[src/rtl/comb_truth_scanner_pkg.sv]
// rtl/comb_truth_scanner_pkg.sv - shared constants and state encoding for the truth-table scanner
package comb_truth_scanner_pkg;

    localparam int DEF_N_IN   = 3;
    localparam int DEF_SETTLE = 2;

    typedef enum logic [1:0] {
        ST_IDLE   = 2'd0,
        ST_WAIT   = 2'd1,
        ST_SAMPLE = 2'd2,
        ST_DONE   = 2'd3
    } scan_state_t;

endpackage

[src/rtl/comb_truth_scanner_if.sv]
// rtl/comb_truth_scanner_if.sv - control/result bundle between scanner and its host
interface comb_truth_scanner_if #(
    parameter int N_IN = 3
);
    logic                 start;
    logic                 abort;
    logic [2**N_IN-1:0]   expect_in;
    logic                 y_in;
    logic [N_IN-1:0]      cba_out;
    logic                 busy;
    logic                 done;
    logic                 valid;
    logic [2**N_IN-1:0]   table_out;
    logic [N_IN:0]        ones_cnt;
    logic                 pass;

    modport master (
        output start, abort, expect_in, y_in,
        input  cba_out, busy, done, valid, table_out, ones_cnt, pass
    );

    modport slave (
        input  start, abort, expect_in, y_in,
        output cba_out, busy, done, valid, table_out, ones_cnt, pass
    );
endinterface

[src/rtl/comb_truth_scanner_settle_timer.sv]
// rtl/comb_truth_scanner_settle_timer.sv - per-code settle counter with clear and terminal count
module scan_settle_timer #(
    parameter int SETTLE = 2
) (
    input  logic clk,
    input  logic rst_n,
    input  logic clr,
    input  logic en,
    output logic tc
);
    localparam int W = (SETTLE > 1) ? $clog2(SETTLE) : 1;

    logic [W-1:0] cnt;

    // tc marks the last settle cycle; the counter parks there until cleared
    assign tc = (cnt == W'(SETTLE - 1));

    // Count settle cycles while enabled, restart on clear
    always_ff @(posedge clk or negedge rst_n) begin
        if (!rst_n) begin
            cnt <= '0;
        end else if (clr) begin
            cnt <= '0;
        end else if (en && !tc) begin
            cnt <= cnt + 1'b1;
        end
    end
endmodule

[src/rtl/comb_truth_scanner.sv]
// rtl/comb_truth_scanner.sv - sweeps all input codes of a combinational block and captures its truth table
module comb_truth_scanner
    import comb_truth_scanner_pkg::*;
#(
    parameter int N_IN   = DEF_N_IN,
    parameter int SETTLE = DEF_SETTLE
) (
    input  logic                  clk,
    input  logic                  rst_n,
    comb_truth_scanner_if.slave   bus
);
    localparam logic [N_IN-1:0] LAST_CODE = {N_IN{1'b1}};

    scan_state_t          state;
    logic [N_IN-1:0]      cba;
    logic                 busy;
    logic                 done;
    logic                 valid;
    logic                 pass;
    logic [2**N_IN-1:0]   tbl;
    logic [N_IN:0]        ones;
    logic                 timer_clr;
    logic                 timer_en;
    logic                 timer_tc;
    logic                 launch;

    assign launch = (state == ST_IDLE) && bus.start && !bus.abort;

    // Timer restarts on every new code and only runs while waiting for the block to settle
    always_comb begin
        timer_clr = launch || (state == ST_SAMPLE);
        timer_en  = (state == ST_WAIT);
    end

    scan_settle_timer #(.SETTLE(SETTLE)) u_timer (
        .clk   (clk),
        .rst_n (rst_n),
        .clr   (timer_clr),
        .en    (timer_en),
        .tc    (timer_tc)
    );

    // Scan sequencer: IDLE -> (WAIT -> SAMPLE) per code -> DONE -> IDLE
    always_ff @(posedge clk or negedge rst_n) begin
        if (!rst_n) begin
            state <= ST_IDLE;
            cba   <= '0;
            busy  <= 1'b0;
            done  <= 1'b0;
            valid <= 1'b0;
            pass  <= 1'b0;
            tbl   <= '0;
            ones  <= '0;
        end else begin
            done <= 1'b0;
            case (state)
                ST_IDLE: begin
                    if (launch) begin
                        cba   <= '0;
                        tbl   <= '0;
                        ones  <= '0;
                        valid <= 1'b0;
                        pass  <= 1'b0;
                        busy  <= 1'b1;
                        state <= ST_WAIT;
                    end
                end
                ST_WAIT: begin
                    if (bus.abort) begin
                        busy  <= 1'b0;
                        state <= ST_IDLE;
                    end else if (timer_tc) begin
                        state <= ST_SAMPLE;
                    end
                end
                ST_SAMPLE: begin
                    if (bus.abort) begin
                        busy  <= 1'b0;
                        state <= ST_IDLE;
                    end else begin
                        tbl[cba] <= bus.y_in;
                        ones     <= ones + (N_IN + 1)'(bus.y_in);
                        if (cba == LAST_CODE) begin
                            done  <= 1'b1;
                            state <= ST_DONE;
                        end else begin
                            cba   <= cba + 1'b1;
                            state <= ST_WAIT;
                        end
                    end
                end
                ST_DONE: begin
                    // tbl is final here; expect_in is only looked at in this cycle
                    busy  <= 1'b0;
                    valid <= 1'b1;
                    pass  <= (tbl == bus.expect_in);
                    state <= ST_IDLE;
                end
                default: state <= ST_IDLE;
            endcase
        end
    end

    assign bus.cba_out   = cba;
    assign bus.busy      = busy;
    assign bus.done      = done;
    assign bus.valid     = valid;
    assign bus.pass      = pass;
    assign bus.table_out = tbl;
    assign bus.ones_cnt  = ones;
endmodule
[src/flat_wrapper.sv]
// flat-port wrapper written by rule: the top's interface ports become plain ports
module comb_truth_scanner_flat import comb_truth_scanner_pkg::*;
#(
    parameter int N_IN   = DEF_N_IN,
    parameter int SETTLE = DEF_SETTLE
)
  (clk, rst_n, bus_start, bus_abort, bus_expect_in, bus_y_in, bus_cba_out, bus_busy, bus_done, bus_valid, bus_table_out, bus_ones_cnt, bus_pass);
  comb_truth_scanner_if #(.N_IN(N_IN)) bus_i ();
  input  logic clk;
  input  logic rst_n;
  input wire logic [$bits(bus_i.start)-1:0] bus_start;
  input wire logic [$bits(bus_i.abort)-1:0] bus_abort;
  input wire logic [$bits(bus_i.expect_in)-1:0] bus_expect_in;
  input wire logic [$bits(bus_i.y_in)-1:0] bus_y_in;
  output wire logic [$bits(bus_i.cba_out)-1:0] bus_cba_out;
  output wire logic [$bits(bus_i.busy)-1:0] bus_busy;
  output wire logic [$bits(bus_i.done)-1:0] bus_done;
  output wire logic [$bits(bus_i.valid)-1:0] bus_valid;
  output wire logic [$bits(bus_i.table_out)-1:0] bus_table_out;
  output wire logic [$bits(bus_i.ones_cnt)-1:0] bus_ones_cnt;
  output wire logic [$bits(bus_i.pass)-1:0] bus_pass;
  assign bus_i.start = bus_start;
  assign bus_i.abort = bus_abort;
  assign bus_i.expect_in = bus_expect_in;
  assign bus_i.y_in = bus_y_in;
  assign bus_cba_out = bus_i.cba_out;
  assign bus_busy = bus_i.busy;
  assign bus_done = bus_i.done;
  assign bus_valid = bus_i.valid;
  assign bus_table_out = bus_i.table_out;
  assign bus_ones_cnt = bus_i.ones_cnt;
  assign bus_pass = bus_i.pass;
  comb_truth_scanner #(.N_IN(N_IN), .SETTLE(SETTLE)) u_core (.clk(clk), .rst_n(rst_n), .bus(bus_i));
endmodule
[config.mk]
export PLATFORM = sky130hd
export DESIGN_NAME = comb_truth_scanner_flat
export DESIGN_NICKNAME = d
export VERILOG_FILES = /design/src/rtl/comb_truth_scanner_pkg.sv /design/src/rtl/comb_truth_scanner_if.sv /design/src/rtl/comb_truth_scanner_settle_timer.sv /design/src/rtl/comb_truth_scanner.sv /design/src/flat_wrapper.sv
export SDC_FILE = /design/constraint.sdc
export NUM_CORES = 1
export LEC_CHECK = 0
export CAP_MARGIN = 30
export CORE_ASPECT_RATIO = 0.8
export CORE_MARGIN = 4
export CORE_UTILIZATION = 45
export DETAILED_ROUTE_END_ITERATION = 8
export MAX_ROUTING_LAYER = met4
export PLACE_DENSITY = 0.76
export SYNTH_ARGS = -nofsm -noshare
export SYNTH_HDL_FRONTEND = slang
export SYNTH_SLANG_ARGS = --single-unit
[constraint.sdc]
create_clock -name clk -period 2.36 [get_ports clk]
set_input_delay 0.236 -clock clk [delete_from_list [all_inputs] [get_ports clk]]
set_output_delay 0.236 -clock clk [all_outputs]
set_load 0.01 [all_outputs]
==> flow_summary.ini, run 1 <==
[grt]
grt_max_degree = 23
grt_pass1_wl_mm = 4.89
grt_use_met2_pct = 23.8
grt_busiest_layer = met1
grt_pass1_vias = 1052
antenna_found_initial = 0
grtUsageMet3_pct = 2.63
overflow = 0
grt_util_all_layers_pct = 16.8
grt_use_met1_pct = 25.0

[logic_synthesis]
synth_compound_area_share_pct = 13.7
synth_top_area_share_pct = 42.3
synthSimpleGateAreaFrac_pct = 19.3
synth_cells = 138
yosys_most_used_dff = dfrtp_1
synth-seq-cells = 22
synthArstFlopShare_pct = 100
syn_area_per_cell_sq_um = 9.44
synth_edf_count = 0
ys_top_cells_by_count = dfrtp_1, nand2_1, o21ai_0
synth_fa_ha_area_share_pct = 8.65
seq_area_frac_synth_pct = 42.3
ys_warn_count = 0
synth_top_family_by_area = simple AND/OR/NAND/NOR gates
yosys.area.top_type = dfrtp_1
synth.most_common_cell = dfrtp_1
synth_xor_area_share_pct = 6.05
synth_cell_types = 29
synth_area_sq_mm = 0.00130
synth_mux_area_share_pct = 5.67
synthesis.nets = 160
synth.area.top_cells = dfrtp_1, ha_1, nand2_1

[sta]
timing.final.crit_share_pct = 78.9
max_freq_mhz = 537
skew_ps = 9.86
tightestPinTransition_ps = 370
finalCriticalPeriod_ps = 1860
hold-worst-slack_ps = 256
rsz0062_at_grt = no
final-hold-violation-count = 0
slew_headroom_pct = 75.3
setup_tns_ps = 0
slew_viol_final = 0
setup_viol = 0

[pwr]
switching_share_pct = 35.8
ir_worst_vdd_mv = 0.449
internal_power_uw = 924
switchingPower_uw = 516
share_seq_of_total_power_pct = 37.6
p_per_area_mw_per_mm2 = 846
clock_power_share_pct = 20.1
leakage_nw = 0.721
comb_power_share_pct = 42.2

[floorplanning]
start_util_pct = 47.1
die_w_um = 68.2
coreArea_sq_mm = 0.00277
rows = 17
fp.dieH_um = 56.1
dieArea_sq_mm = 0.00382
io_pins = 32

[placed_design]
place_hpwl_mm = 2.24
dpl_cell_area_sq_mm = 0.00165
gp_congestion = 0.831
dp_cells = 204
port_buffers = 31

[setup_path]
reg2reg_slack_ps = 500
required_ps = 2540
crit_path_start_kind = flop
worst_path_max_delay_cell = dfrtp_1
crit_family = flip-flops
max_stage_delay_ps = 420
r2r_end = u_core.bus.table_out[2]
r2r-start = u_core.state[0]
cp_max_fo = 11
worstPathArrival_ps = 2050
startpoint = u_core.state[0]
r2r_cells = 7
worstSetupEndpointType = flop
path_class = flop to flop
cp.depth = 7
path_buf_inv = 2
crit_path_cell_trace = inv_1, ha_1, mux2i_1, or2_1, buf_4, a32oi_1, o21ai_0
worstSetupEndpoint = u_core.bus.table_out[2]

[hold_path]
hp-class = primary input to async pin

[clock_tree]
clk_pin_slew_ps = 130
clkSinkCount = 22
cts.repair.resized = 0
htreeDepth = 1
hold_buffers = 0
cts_buffers = 3
tritoncts = yes
cts_buffer_depth = 2
clk_latency_ps = 310
cts_root_buf = clkbuf_4
post_cts_buffers = 0

[route]
drc = 0
viasPerCell = 5.38
vias = 1120
dr.pass1.iters = 4
wl_per_cell_um = 14.2
drt_iter0_markers = 37
wirelength_mm = 2.95
ant_nets = 0

[final_layout]
final_cell_area_sq_mm = 0.00170
drive_gt1_share_pct = 6.47
final_cell_count_no_fill = 208
nNetsFinal = 193
diodes = 0
areaGrowthSynthToFinish_pct = 30.6
finish.utilization_pct = 61.5
final.fill_count = 238

[flow_run]
cap_violations = 0

[run_status]
status = complete, no violations
## power by group through the flow
stage                     clock, mW  sequential, mW  combinational (mW)
after global placement            0           0.543               0.595
after detailed placement          0           0.550               0.603
after floorplan                   0           0.540               0.387
final                         0.290           0.542               0.608
after global routing          0.305           0.560               0.675
after CTS                     0.290           0.542               0.608
## worst min path at each step
stage | from | endpoint | cells past startpoint
5_1_grt | rst_n | u_core.bus.pass | 2
4_1_cts | rst_n | u_core.bus.pass | 2
3_5_place_dp | u_core.u_timer.tc | u_core.u_timer.tc | 1
2_1_floorplan | rst_n | u_core.bus.busy | 0
6_report | rst_n | u_core.bus.pass | 2
3_3_place_gp | u_core.u_timer.tc | u_core.u_timer.tc | 1
## cell families (layout without fill, tap and decap cells)
kind of cell	Yosys count	count (layout)
adder cells (fa/ha/maj)	9	9
flip-flops	22	22
XOR/XNOR	9	9
multiplexers	7	7
AO/OA/AOI/OAI	29	29
buffers and inverters	11	43
AND/OR/NAND/NOR	51	51
## state kept, by name (all words and copies together), names as in the netlist
signal,count
u_core.bus.ones_cnt,4
u_core.u_timer.tc,1
u_core.state,2
u_core.bus.pass,1
u_core.bus.done,1
u_core.bus.table_out,8
u_core.bus.cba_out,3
u_core.bus.busy,1
u_core.bus.valid,1
## cells in the final DEF (no fill, tap or decap)
master | netlist | routed
nand3_1 | 7 | 7
dfrtp_1 | 22 | 22
xor2_1 | 4 | 4
o221ai_1 | 1 | 1
mux2i_1 | 4 | 4
mux2_2 | 3 | 3
nor3_1 | 4 | 4
and3_1 | 1 | 1
ha_1 | 9 | 9
o21ai_0 | 12 | 12
nor4_1 | 1 | 1
nor3b_1 | 3 | 3
o211a_1 | 1 | 1
a22oi_1 | 1 | 1
or2_1 | 1 | 1
bufinv_16 | 0 | 1
nand2_1 | 18 | 18
a21oi_1 | 7 | 7
xnor2_1 | 5 | 5
nand4_1 | 1 | 1
nand2b_1 | 3 | 3
buf_4 | 0 | 4
or3_1 | 1 | 1
a32oi_1 | 4 | 4
nor2_1 | 7 | 7
o211ai_1 | 2 | 2
clkbuf_4 | 0 | 3
inv_1 | 4 | 4
nand3b_1 | 4 | 4
clkdlybuf4s50_1 | 0 | 31
o31ai_1 | 1 | 1
## layer usage
metal	share of wire, %	wire, um
met5	0	0
met4	1.2	35
met3	5.9	175
met2	44	1290
met1	49	1450
## through the flow
step	setup WS [ps]	power [mW]
2_1_floorplan	538	0.927
3_3_place_gp	559	1.14
3_5_place_dp	523	1.15
4_1_cts	496	1.44
5_1_grt	282	1.54
6_report	499	1.44
## layout make-up
class	count	area [sq um]	area share (%)
inverter	4	15.0	0.882
sequential	22	551	32.4
multi-input combinational	105	696	40.9
clock inverter	1	30.0	1.76
tap	38	47.5	2.79
clock buffer	3	22.5	1.32
timing repair buffer	35	340	20.0
No activity file was read; power rests on OpenSTA's default activity.
==> run 2: changes to the inputs <==
CORE_UTILIZATION = 44   (was 45)
PLACE_DENSITY = 0.77   (was 0.76)
clock period = 1.7 ns   (was 2.36 ns; I/O delays follow)
==> flow_summary.ini, run 2 (synthesis results as in run 1) <==
[final_layout]
final_cell_mix = clkdlybuf4s50_1, dfrtp_1, nand2_1, o21ai_0, buf_4
final_common_cell = clkdlybuf4s50_1
drive_gt1_share_pct = 13.8
final_cell_area_sq_mm = 0.00177
finish.utilization_pct = 63.4
multi_input_area_sq_um = 729
areaGrowthSynthToFinish_pct = 35.5
final_cell_count_no_fill = 212
nNetsFinal = 198
seqCellArea_sq_um = 551
final.fill_count = 250
largest_reg_flops = 8
diodes = 0

[clock_tree]
clkSinkCount = 22
cts_root_buf = clkbuf_8
hold_buffers = 0
clk_latency_ps = 260
htreeDepth = 1
cts_buffer_depth = 2
cts_buffers = 3
clk_pin_slew_ps = 70
tritoncts = yes

[pwr]
leakage_nw = 0.739
p_per_area_mw_per_mm2 = 1170
ir_worst_vdd_mv = 0.699

[grt]
antenna_found_initial = 0
grt_pass1_wl_mm = 5.28
grt_util_all_layers_pct = 18.2
grt_pass1_vias = 1154
overflow = 0
grt_max_degree = 23

[route]
ant_nets = 0
wl_per_cell_um = 14.4
drc = 0
vias = 1163
drt_iter0_markers = 64
wirelength_mm = 3.06
dr.pass1.iters = 4
viasPerCell = 5.49

[floorplanning]
dieArea_sq_mm = 0.00390
die_w_um = 68.8
coreArea_sq_mm = 0.00279
start_util_pct = 46.7
fp.dieH_um = 56.7
rows = 17
io_pins = 32

[sta]
max_freq_mhz = 605
setup_ws_ps = 46.5
timing.final.crit_share_pct = 97.3
slew_viol_final = 0
skew_ps = 3.84
final-hold-violation-count = 0
setup_viol = 0
tightestPinTransition_ps = 382
finalCriticalPeriod_ps = 1650
slew_headroom_pct = 74.3

[flow_run]
cap_violations = 0

[setup_path]
crit_family = simple AND/OR/NAND/NOR gates
crit_path_cell_trace = inv_2, ha_4, mux2i_2, or2_4, or3_1, a21oi_1
worstPathArrival_ps = 1840
worst_path_max_delay_cell = dfrtp_1
cp_max_fo = 6
worstSetupEndpointType = flop
required_ps = 1890
path_buf_inv = 1
crit_path_start_kind = flop
max_stage_delay_ps = 410
path_class = flop to flop

[placed_design]
pre_cts_slack_ps = -22.6
gp_congestion = 0.810
port_buffers = 31
place_hpwl_mm = 2.32
dp_cells = 208
dpl_cell_area_sq_mm = 0.00170

[hold_path]
hp-class = primary input to async pin

[run_status]
status = complete, no violations
==> run 2: changes by cell type in the layout (fill, tap and decap cells not counted), moves of 2 or more <==
cell	delta
o21ai_0	-2
buf_4	+4
ha_1	-2
inv_2	+2
clkbuf_4	-3
inv_1	-2
o21ai_1	+2
clkbuf_8	+3
==> run 2: routing by layer <==
layer / track usage [%] / vias to the layer above / wire length (um)
li1: - / 559 / -
met5: - / - / 0
met2: 27.3 / 43 / 1410
met3: 5.80 / 4 / 245
met1: 24.2 / 557 / 1390
met4: 3.61 / 0 / 19
==> run 2: stage by stage <==
| stage | TNS, ps | total power, mW | hold slack, ps |
|---|---|---|---|
| 6_report | 0 | 2.07 | 256 |
| 5_1_grt | -19.9 | 2.22 | 278 |
| 4_1_cts | 0 | 2.02 | 267 |
| 3_5_place_dp | -22.6 | 1.71 | 502 |
| 3_3_place_gp | -8.50 | 1.67 | 488 |
| 2_1_floorplan | -32.6 | 1.34 | -126 |
==> run 2: final cells by class <==
cell class	count	area share (%)
clock buffer	3	2.34
multi-input combinational	105	41.3
sequential	22	31.2
inverter	4	0.850
tap	38	2.69
timing repair buffer	40	21.6
==> run 2: power by group <==
group / internal (mW) / leakage (nW) / switching (mW) / total [mW]
Combinational: 0.503 / 0.419 / 0.516 / 1.02
Sequential: 0.630 / 0.298 / 0.0996 / 0.729
Clock: 0.158 / 0.0216 / 0.159 / 0.317
Total: 1.29 / 0.739 / 0.775 / 2.07
==> run 2: timing repair <==
action,CTS,global route
buffers inserted,0,1
gates resized for setup,0,7
endpoints found under the setup margin,0,8
==> run 2: path summary, 6_finish.rpt <==
path	startpoint	end	slack [ps]	depth (start not counted)
max reg2reg	u_core.state[0]	u_core.bus.ones_cnt[3]	50	6
min reg2reg	u_core.bus.pass	u_core.bus.pass	510	2
max	u_core.state[0]	u_core.bus.ones_cnt[3]	50	6
min	rst_n	u_core.bus.ones_cnt[1]	260	2
min in group clk	u_core.bus.pass	u_core.bus.pass	510	2
max in group asynchronous	rst_n	u_core.bus.table_out[5]	1220	2
==> run 3: changes to the inputs <==
RECOVER_POWER = 100   (was unset)
==> flow_summary.ini, run 3 (synthesis results as in run 1) <==
[final_layout]
diodes = 0
final_cell_area_sq_mm = 0.00176
final_cell_mix = dfrtp_1, nand2_1, dlygate4sd3_1, clkdlybuf4s50_1, o21ai_0
final_cell_count_no_fill = 212
finish.utilization_pct = 63.2
final_common_cell = dfrtp_1
areaGrowthSynthToFinish_pct = 35.3
multi_input_area_sq_um = 729
final.fill_count = 252
nNetsFinal = 198
seqCellArea_sq_um = 551
largest_reg_flops = 8
drive_gt1_share_pct = 12.6

[clock_tree]
htreeDepth = 1
cts_buffer_depth = 2
cts_root_buf = clkbuf_8
clk_pin_slew_ps = 70
tritoncts = yes
clkSinkCount = 22
clk_latency_ps = 260
hold_buffers = 0
cts_buffers = 3

[route]
ant_nets = 0
drt_iter0_markers = 53
wirelength_mm = 3.07
viasPerCell = 5.49
vias = 1163
wl_per_cell_um = 14.5
drc = 0
dr.pass1.iters = 4

[sta]
tightestPinTransition_ps = 1170
timing.final.crit_share_pct = 97.5
slew_viol_final = 0
max_freq_mhz = 604
setup_ws_ps = 43.0
slew_headroom_pct = 22.0
hold-worst-slack_ps = 498
skew_ps = 3.48
setup_viol = 0
final-hold-violation-count = 0
finalCriticalPeriod_ps = 1660

[grt]
grt_max_degree = 23
grt_pass1_vias = 1154
grt_pass1_wl_mm = 5.28
antenna_found_initial = 0
overflow = 0
grt_util_all_layers_pct = 18.2

[placed_design]
gp_congestion = 0.810
pre_cts_slack_ps = -22.6
port_buffers = 31
dpl_cell_area_sq_mm = 0.00170
dp_cells = 208
place_hpwl_mm = 2.32

[setup_path]
max_stage_delay_ps = 410
worst_path_max_delay_cell = dfrtp_1
crit_path_cell_trace = inv_2, ha_4, mux2i_2, or2_4, or3_1, a21oi_1
worstSetupEndpointType = flop
worstPathArrival_ps = 1850
path_class = flop to flop
cp_max_fo = 6
r2r_cells = 6
required_ps = 1890
crit_path_start_kind = flop

[run_status]
status = complete, no violations

[floorplanning]
dieArea_sq_mm = 0.00390
die_w_um = 68.8
rows = 17
coreArea_sq_mm = 0.00279
fp.dieH_um = 56.7
start_util_pct = 46.7
io_pins = 32

[pwr]
ir_worst_vdd_mv = 0.692
leakage_nw = 0.792
p_per_area_mw_per_mm2 = 1150

[flow_run]
cap_violations = 0

[hold_path]
hold_depth = 1
hp-class = flop to flop
## run 3: changes by cell type in the layout (fill, tap and decap cells not counted), sizes merged
cell	delta
buf	-2
clkbuf	+2
clkdlybuf4s50	-18
dlygate4sd3	+18
## run 3: per-stage QoR
stage          power, mW  TNS [ps]
6_report            2.03         0
5_1_grt             2.18     -10.6
4_1_cts             2.02         0
3_5_place_dp        1.71     -22.6
3_3_place_gp        1.67     -8.50
2_1_floorplan       1.34     -32.6
## run 3: final cells by class
| class | count | area share, % |
|---|---|---|
| clock buffers | 3 | 2.34 |
| repair buffers | 40 | 21.4 |
| flip-flops and latches | 22 | 31.2 |
| multi-input cells | 105 | 41.4 |
| well taps | 38 | 2.70 |
| inverters | 4 | 0.852 |
## run 3: path summary, 6_finish.rpt
kind	from	endpoint	slack, ps
worst max-delay path	u_core.state[0]	u_core.bus.ones_cnt[3]	40
worst min-delay path	u_core.bus.busy	u_core.bus.busy	500
worst max register to register	u_core.state[0]	u_core.bus.ones_cnt[3]	40
worst min register to register	u_core.bus.busy	u_core.bus.busy	500
max in group asynchronous	rst_n	u_core.bus.table_out[5]	340
min in group asynchronous	rst_n	u_core.bus.ones_cnt[1]	660
## run 3: where the power goes
| part | switching, mW | internal (mW) | leakage, nW |
|---|---|---|---|
| combinational | 0.517 | 0.473 | 0.472 |
| clock | 0.160 | 0.158 | 0.0216 |
| sequential | 0.0973 | 0.630 | 0.298 |
## run 3: worst max-delay path, delay by kind of cell (launching register included)
| kind | cells | cell delay, ps |
|---|---|---|
| AOI/OAI and AO/OA | 1 | 140 |
| muxes | 1 | 160 |
| and+or+nand+nor | 2 | 600 |
| DFF | 1 | 410 |
| adders and majority gates | 1 | 190 |
| buffers and inverters | 1 | 90 |
## run 3: what timing repair did
action | 4_1_cts | 5_1_grt
buffers inserted | 0 | 1
gates resized for setup | 0 | 7
endpoints found under the setup margin | 0 | 8
## run 3: per-layer routing
layer | GRT usage (%) | share of wire [%] | wire (um)
met5 | - | 0 | 0
met3 | 5.80 | 7.1 | 218
met2 | 27.3 | 46 | 1410
met4 | 3.61 | 0.62 | 19
met1 | 24.2 | 46 | 1420
